`src/rtl/clk_div_ctrl_pkg.sv`:
```
// Shared definitions for the clock divider controller.
//   state_e : controller FSM encoding (STOP / RUN / PEND)
//   MIN_DIV : smallest divisor the divider can produce
package clk_div_ctrl_pkg;

    typedef enum logic [1:0] {
        ST_STOP = 2'd0,
        ST_RUN  = 2'd1,
        ST_PEND = 2'd2
    } state_e;

    localparam int MIN_DIV = 2;

endpackage

```
`src/rtl/clk_div_core.sv`:
```
// Divider datapath: period counter plus posedge/negedge phase flops.
//   clk_i      : input clock
//   rst_ni     : asynchronous active-low reset
//   run_i      : count enable; when low the counter and both phases sit at 0
//   div_i      : divisor N currently in effect (N >= 2)
//   cnt_o      : period counter, 0..N-1
//   boundary_o : high during the last cycle of a period (cnt == N-1 while running)
//   clk_o      : divided clock, period N, 50% duty (odd N uses the half cycle)
module clk_div_core #(
    parameter int DIV_W = 8
) (
    input  logic             clk_i,
    input  logic             rst_ni,
    input  logic             run_i,
    input  logic [DIV_W-1:0] div_i,
    output logic [DIV_W-1:0] cnt_o,
    output logic             boundary_o,
    output logic             clk_o
);

    logic [DIV_W-1:0] cnt_q, cnt_d;
    logic [DIV_W-1:0] half, last, rise_at;
    logic             odd, tog;
    logic             clk_p_q, clk_p_d;
    logic             clk_n_q, clk_n_d;

    assign half    = div_i >> 1;
    assign last    = div_i - DIV_W'(1);
    assign odd     = div_i[0];
    // Even N rises one cycle earlier so the high phase is exactly H cycles;
    // odd N rises at H and the negedge copy stretches it by half a cycle.
    assign rise_at = odd ? half : (half - DIV_W'(1));
    assign tog     = run_i && ((cnt_q == rise_at) || (cnt_q == last));

    assign boundary_o = run_i && (cnt_q == last);

    always_comb begin
        cnt_d   = '0;
        clk_p_d = 1'b0;
        clk_n_d = 1'b0;
        if (run_i) begin
            cnt_d   = boundary_o ? '0 : cnt_q + DIV_W'(1);
            clk_p_d = tog ? ~clk_p_q : clk_p_q;
            // The negedge flop only matters for odd divisors.
            if (odd) begin
                clk_n_d = tog ? ~clk_n_q : clk_n_q;
            end
        end
    end

    always_ff @(posedge clk_i or negedge rst_ni) begin
        if (!rst_ni) begin
            cnt_q   <= '0;
            clk_p_q <= 1'b0;
        end else begin
            cnt_q   <= cnt_d;
            clk_p_q <= clk_p_d;
        end
    end

    // Samples the same toggle condition half a cycle later; it rises before
    // clk_p and falls half a cycle before the period boundary.
    always_ff @(negedge clk_i or negedge rst_ni) begin
        if (!rst_ni) begin
            clk_n_q <= 1'b0;
        end else begin
            clk_n_q <= clk_n_d;
        end
    end

    assign cnt_o = cnt_q;
    assign clk_o = clk_p_q | clk_n_q;

endmodule

```
`src/rtl/clk_div_ctrl.sv`:
```
// Divided-clock controller: run/stop sequencing and glitch-free ratio change.
//   clk_in      : sole clock
//   rst         : asynchronous active-low reset
//   clk_en      : level run request
//   div_req     : ratio-change request (pulse or level), qualified by div_val
//   div_val     : requested divisor
//   div_ack     : one-cycle pulse, new divisor now in effect
//   div_err     : one-cycle pulse, request rejected (div_val < 2)
//   div_busy    : change accepted, waiting for the period boundary
//   cur_div     : divisor in effect
//   clk_out     : divided clock
//   dbg_state_o : FSM state
//   dbg_cnt_o   : period counter
//
// Request handshake: a request is taken on any posedge where div_req is high
// and div_busy is low. A valid divisor raises div_busy the next cycle (RUN)
// and div_ack pulses when it takes effect; an invalid divisor gives a
// div_err pulse the next cycle. Requests seen while div_busy is high are
// dropped silently. In STOP a valid request is applied at once (div_ack the
// next cycle, div_busy never rises).
module clk_div_ctrl
    import clk_div_ctrl_pkg::*;
#(
    parameter int DIV_W   = 8,
    parameter int DEF_DIV = 7
) (
    input  logic             clk_in,
    input  logic             rst,
    input  logic             clk_en,
    input  logic             div_req,
    input  logic [DIV_W-1:0] div_val,
    output logic             div_ack,
    output logic             div_err,
    output logic             div_busy,
    output logic [DIV_W-1:0] cur_div,
    output logic             clk_out,
    output state_e           dbg_state_o,
    output logic [DIV_W-1:0] dbg_cnt_o
);

    localparam logic [DIV_W-1:0] MIN_DIV_W = DIV_W'(MIN_DIV);
    localparam logic [DIV_W-1:0] DEF_DIV_W = DIV_W'(DEF_DIV);

    state_e           state_q, state_d;
    logic [DIV_W-1:0] cur_div_q, cur_div_d;
    logic [DIV_W-1:0] pend_q, pend_d;
    logic             ack_q, ack_d;
    logic             err_q, err_d;
    logic             busy_q, busy_d;
    logic             boundary, accept;

    assign accept = div_req && !busy_q && (div_val >= MIN_DIV_W);

    clk_div_core #(.DIV_W(DIV_W)) u_core (
        .clk_i      (clk_in),
        .rst_ni     (rst),
        .run_i      (state_q != ST_STOP),
        .div_i      (cur_div_q),
        .cnt_o      (dbg_cnt_o),
        .boundary_o (boundary),
        .clk_o      (clk_out)
    );

    // State and datapath registers
    always_ff @(posedge clk_in or negedge rst) begin
        if (!rst) begin
            state_q   <= ST_STOP;
            cur_div_q <= DEF_DIV_W;
            pend_q    <= DEF_DIV_W;
            ack_q     <= 1'b0;
            err_q     <= 1'b0;
            busy_q    <= 1'b0;
        end else begin
            state_q   <= state_d;
            cur_div_q <= cur_div_d;
            pend_q    <= pend_d;
            ack_q     <= ack_d;
            err_q     <= err_d;
            busy_q    <= busy_d;
        end
    end

    // Next state: leaving RUN/PEND only ever happens at a period boundary
    // so the last period is never truncated.
    always_comb begin
        state_d = state_q;
        case (state_q)
            ST_STOP: if (clk_en) state_d = ST_RUN;
            ST_RUN: begin
                if (boundary && !clk_en) state_d = ST_STOP;
                else if (accept)         state_d = ST_PEND;
            end
            ST_PEND: if (boundary) state_d = clk_en ? ST_RUN : ST_STOP;
            default: state_d = ST_STOP;
        endcase
    end

    // Outputs and divisor bookkeeping
    always_comb begin
        cur_div_d = cur_div_q;
        pend_d    = pend_q;
        ack_d     = 1'b0;
        err_d     = div_req && !busy_q && (div_val < MIN_DIV_W);
        busy_d    = busy_q;
        case (state_q)
            ST_STOP: begin
                if (accept) begin
                    cur_div_d = div_val;
                    pend_d    = div_val;
                    ack_d     = 1'b1;
                end
            end
            ST_RUN: begin
                if (accept) begin
                    pend_d = div_val;
                    // Stopping at this boundary anyway: both phases are low
                    // and the counter restarts, so apply immediately.
                    if (boundary && !clk_en) begin
                        cur_div_d = div_val;
                        ack_d     = 1'b1;
                    end else begin
                        busy_d = 1'b1;
                    end
                end
            end
            ST_PEND: begin
                if (boundary) begin
                    cur_div_d = pend_q;
                    ack_d     = 1'b1;
                    busy_d    = 1'b0;
                end
            end
            default: begin
                busy_d = 1'b0;
            end
        endcase
    end

    assign div_ack     = ack_q;
    assign div_err     = err_q;
    assign div_busy    = busy_q;
    assign cur_div     = cur_div_q;
    assign dbg_state_o = state_q;

endmodule

```
`config.mk`:
```
export PLATFORM = sky130hd
export DESIGN_NAME = clk_div_ctrl
export DESIGN_NICKNAME = d
export VERILOG_FILES = /design/src/rtl/clk_div_ctrl_pkg.sv /design/src/rtl/clk_div_core.sv /design/src/rtl/clk_div_ctrl.sv
export SDC_FILE = /design/constraint.sdc
export NUM_CORES = 1
export LEC_CHECK = 0
export BUFFER_PORTS_ARGS = -buffer_cell sky130_fd_sc_hd__buf_2
export CAP_MARGIN = 20
export CORE_UTILIZATION = 55
export CTS_BUF_LIST = sky130_fd_sc_hd__clkbuf_8 sky130_fd_sc_hd__clkbuf_16
export DETAILED_ROUTE_END_ITERATION = 10
export PLACE_DENSITY = 0.79
export SLEW_MARGIN = 25
export SYNTH_ARGS = -nofsm -noshare
export SYNTH_HDL_FRONTEND = slang
export SYNTH_SLANG_ARGS = --single-unit
```
`constraint.sdc`:
```
create_clock -name clk_in -period 3.1 [get_ports clk_in]
set_clock_uncertainty 0.1 [all_clocks]
set_input_delay 0.62 -clock clk_in [delete_from_list [all_inputs] [get_ports clk_in]]
set_output_delay 0.62 -clock clk_in [all_outputs]
set_load 0.1 [all_outputs]
```
==> qor.csv <==
stage;metric;value;unit
placed_design;HPWL after DPL;3.33;mm
clock_network;CTS Buffer Depth;2;
yosys;number of flops mapped to enable cells by yosys;0;
grt;gr usage total;0.268;
clock_network;H-tree levels;2;
floorplanning;DIE HEIGHT;60.7;um
final_layout;most common cell after layout, fill and taps aside;buf_4;
grt;final global-route overflow total;0;
clock_network;clk sinks;31;
status;status;finished with violations;
grt;number of global-route vias before repair;1529;
setup_path;CP endpoint kind;register;
routing;Post-DRT Antenna Nets;0;
run;Max Cap Viol;0;
routing;wire length per cell;15.0;um
floorplanning;I/O pins;34;
setup_path;kind of critical path;register to register;
final_layout;layout cells sized above 1;0.498;
timing;Final Max Tran Viols;0;
grt;pin count of the biggest net entering global routing;31;
timing;TNS Setup;-1.17;ns
setup_path;CP max FO;3;
yosys;post-synthesis mux area share;0.155;
yosys;YS warnings;0;
floorplanning;# rows;20;
routing;# DRC;0;
yosys;Syn Area/Cell;10.9;um2
final_layout;Antenna diodes;0;
setup_path;startpoint types;register;
yosys;largest family of logic cells by synthesized area;simple AND/OR/NAND/NOR gates;
routing;1st-pass router iterations;4;
placed_design;Port Buffers;33;
timing;Rel. slew slack;0.673;
final_layout;commonest cells after routing, fill and taps aside;buf_4, buf_2, dfrtp_1;
setup_path;Req. time, crit path;1.58;ns
routing;Iter 0 DRT Violations;66;
grt;initial antenna violation count;0;
hold_path;worst hold path type;input port to asynchronous set/reset pin;
yosys;synthesized-area fraction occupied by adder cells;0.0198;
clock_network;CTS buffer count;5;
floorplanning;Die ar.;3680;um2
final_layout;Filler cells;218;
timing;final worst setup slack;-0.943;ns
yosys;Syn Std Cell Area;1890;um2
final_layout;utilization after layout;0.788;
yosys;Post-Synth Simple-Gate Area;0.164;
setup_path;Worst Path Arrival;2.52;ns
yosys;asr flop ratio synth;1.00;
timing;Hold Fails Final Rpt;0;
floorplanning;Initial Util;0.601;
yosys;Main synth FF type;dfrtp_1;
routing;post-DR vias/cell;5.38;
grt;global-route wire length before repair;6.95;mm
floorplanning;Chip Width;60.7;um
placed_design;GP Congestion;0.899;
yosys;Seq/Total Area, Yosys;0.413;
yosys;Cells after Synth;173;
routing;drt total wl;4.27;mm
clock_network;clock latency on the worst-skew pair;0.29;ns
final_layout;register area;801;um2
placed_design;DP Worst Slack;-0.896;ns
clock_network;clk slew on worst S/H paths;0.07;ns
timing;worst slew pin tran;0.494;ns
final_layout;Multi-input gate area;1060;um2
final_layout;area delta synth->final;31.1;%
routing;Vias;1532;
yosys;Synth Area in Compound Gates;0.0661;
yosys;Syn Nets;188;
status;failing checks;negative setup slack;
timing;setup violators final;2;
timing;unrepaired setup endpoints after global routing;true;
clock_network;CTS tree;built;
placed_design;Post-DP Area;2380;um2
yosys;Synth Register Bits;31;
final_layout;fin area;2480;um2
clock_network;# hold bufs at CTS;0;
final_layout;fin nets;255;
clock_network;Root Buffer;clkbuf_8;
floorplanning;core area;3150;um2
yosys;xor/xnor share of the synthesized area;0.143;
yosys;synth unique cells;43;
-- metal layers --
| layer | routed length (um) | track usage | vias up |
|---|---|---|---|
| met5 | 0 | 0 | - |
| li1 | - | - | 738 |
| met3 | 184 | 0.0725 | 13 |
| met2 | 2110 | 0.441 | 39 |
| met4 | 106 | 0.107 | 0 |
| met1 | 1870 | 0.338 | 742 |
-- per-stage QoR --
step,std cells,hold slack (ns)
after floorplan,173,0.224
after global placement,276,0.380
after detailed placement,276,0.391
after CTS,284,0.302
after global routing,285,0.326
final,285,0.295
-- worst max-delay path, cell delays in order, from the launching register on --
cell	delay [ns]
dfstp_4	0.47
or4_4	0.55
nor3_4	0.17
xor2_1	0.09
o311a_1	0.29
o41a_2	0.52
mux2i_1	0.13
-- final cells by class --
class / count / share of cell area
Multi-Input combinational cell: 126 / 0.426
Sequential cell: 31 / 0.322
Timing Repair Buffer: 69 / 0.181
Clock buffer: 5 / 0.0277
Tap cell: 44 / 0.0222
Inverter: 7 / 0.0106
Clock inverter: 3 / 0.0101
-- repair_timing --
action	CTS	global route
setup buffers	0	1
setup endpoints to repair	2	2
resized for setup	0	1
hold endpoints to repair	0	0
pin swaps	3	2
-- state kept, by name (all words and copies together), names as in the netlist --
| name | count |
|---|---|
| pend_q | 8 |
| cur_div | 8 |
| div_err | 1 |
| u_core.clk_n_q | 1 |
| dbg_state_o | 2 |
| div_busy | 1 |
| u_core.cnt_o | 8 |
| div_ack | 1 |
| u_core.clk_p_q | 1 |
-- cell families (layout without fill, tap and decap cells) --
logic type               Yosys count  after routing
buffers and inverters             16             84
AND/OR/NAND/NOR                   53             53
multiplexers                      27             27
adder cells (fa/ha/maj)            3              3
XOR/XNOR                          29             29
AO/OA/AOI/OAI                     14             14
flip-flops                        31             31
-- Yosys cell counts, types with 2 or more instances --
master    count  area, um2
dfrtp_1      24        601
mux2_2       18        203
xnor2_1      16        140
nor2_1       15       56.3
xor2_1       12        105
mux2i_1       9       90.1
inv_1         7       26.3
dfstp_2       6        158
nand2_1       5       18.8
nor3_1        5       25.0
clkbuf_1      4       15.0
nand3_1       4       20.0
buf_2         3       15.0
ha_1          3       37.5
nor2b_1       3       18.8
nor4_1        3       18.8
o21ai_0       3       15.0
and3_1        2       12.5
nand2b_1      2       12.5
nand4_1       2       12.5
nor4b_2       2       30.0
o21ai_2       2       17.5
or2_2         2       12.5
or3_1         2       12.5
-- worst paths after layout --
path,depth (start not counted),endpoint,slack [ns],startpoint
min in group clk_in,1,pend_q[5]$_DFFE_PN0P_,0.41,pend_q[5]$_DFFE_PN0P_
setup / recovery,6,u_core.clk_n_q$_DFFE_NN0P_,-0.94,cur_div[2]$_DFFE_PN1P_
hold / removal,2,pend_q[7]$_DFFE_PN0P_,0.29,rst
max in group asynchronous,1,u_core.clk_n_q$_DFFE_NN0P_,1.30,rst
setup reg to reg,6,u_core.clk_n_q$_DFFE_NN0P_,-0.94,cur_div[2]$_DFFE_PN1P_
hold reg to reg,1,pend_q[5]$_DFFE_PN0P_,0.41,pend_q[5]$_DFFE_PN0P_
Power is not shown: default switching activity piles up to over one toggle a cycle in this logic, so the estimate is an artifact.
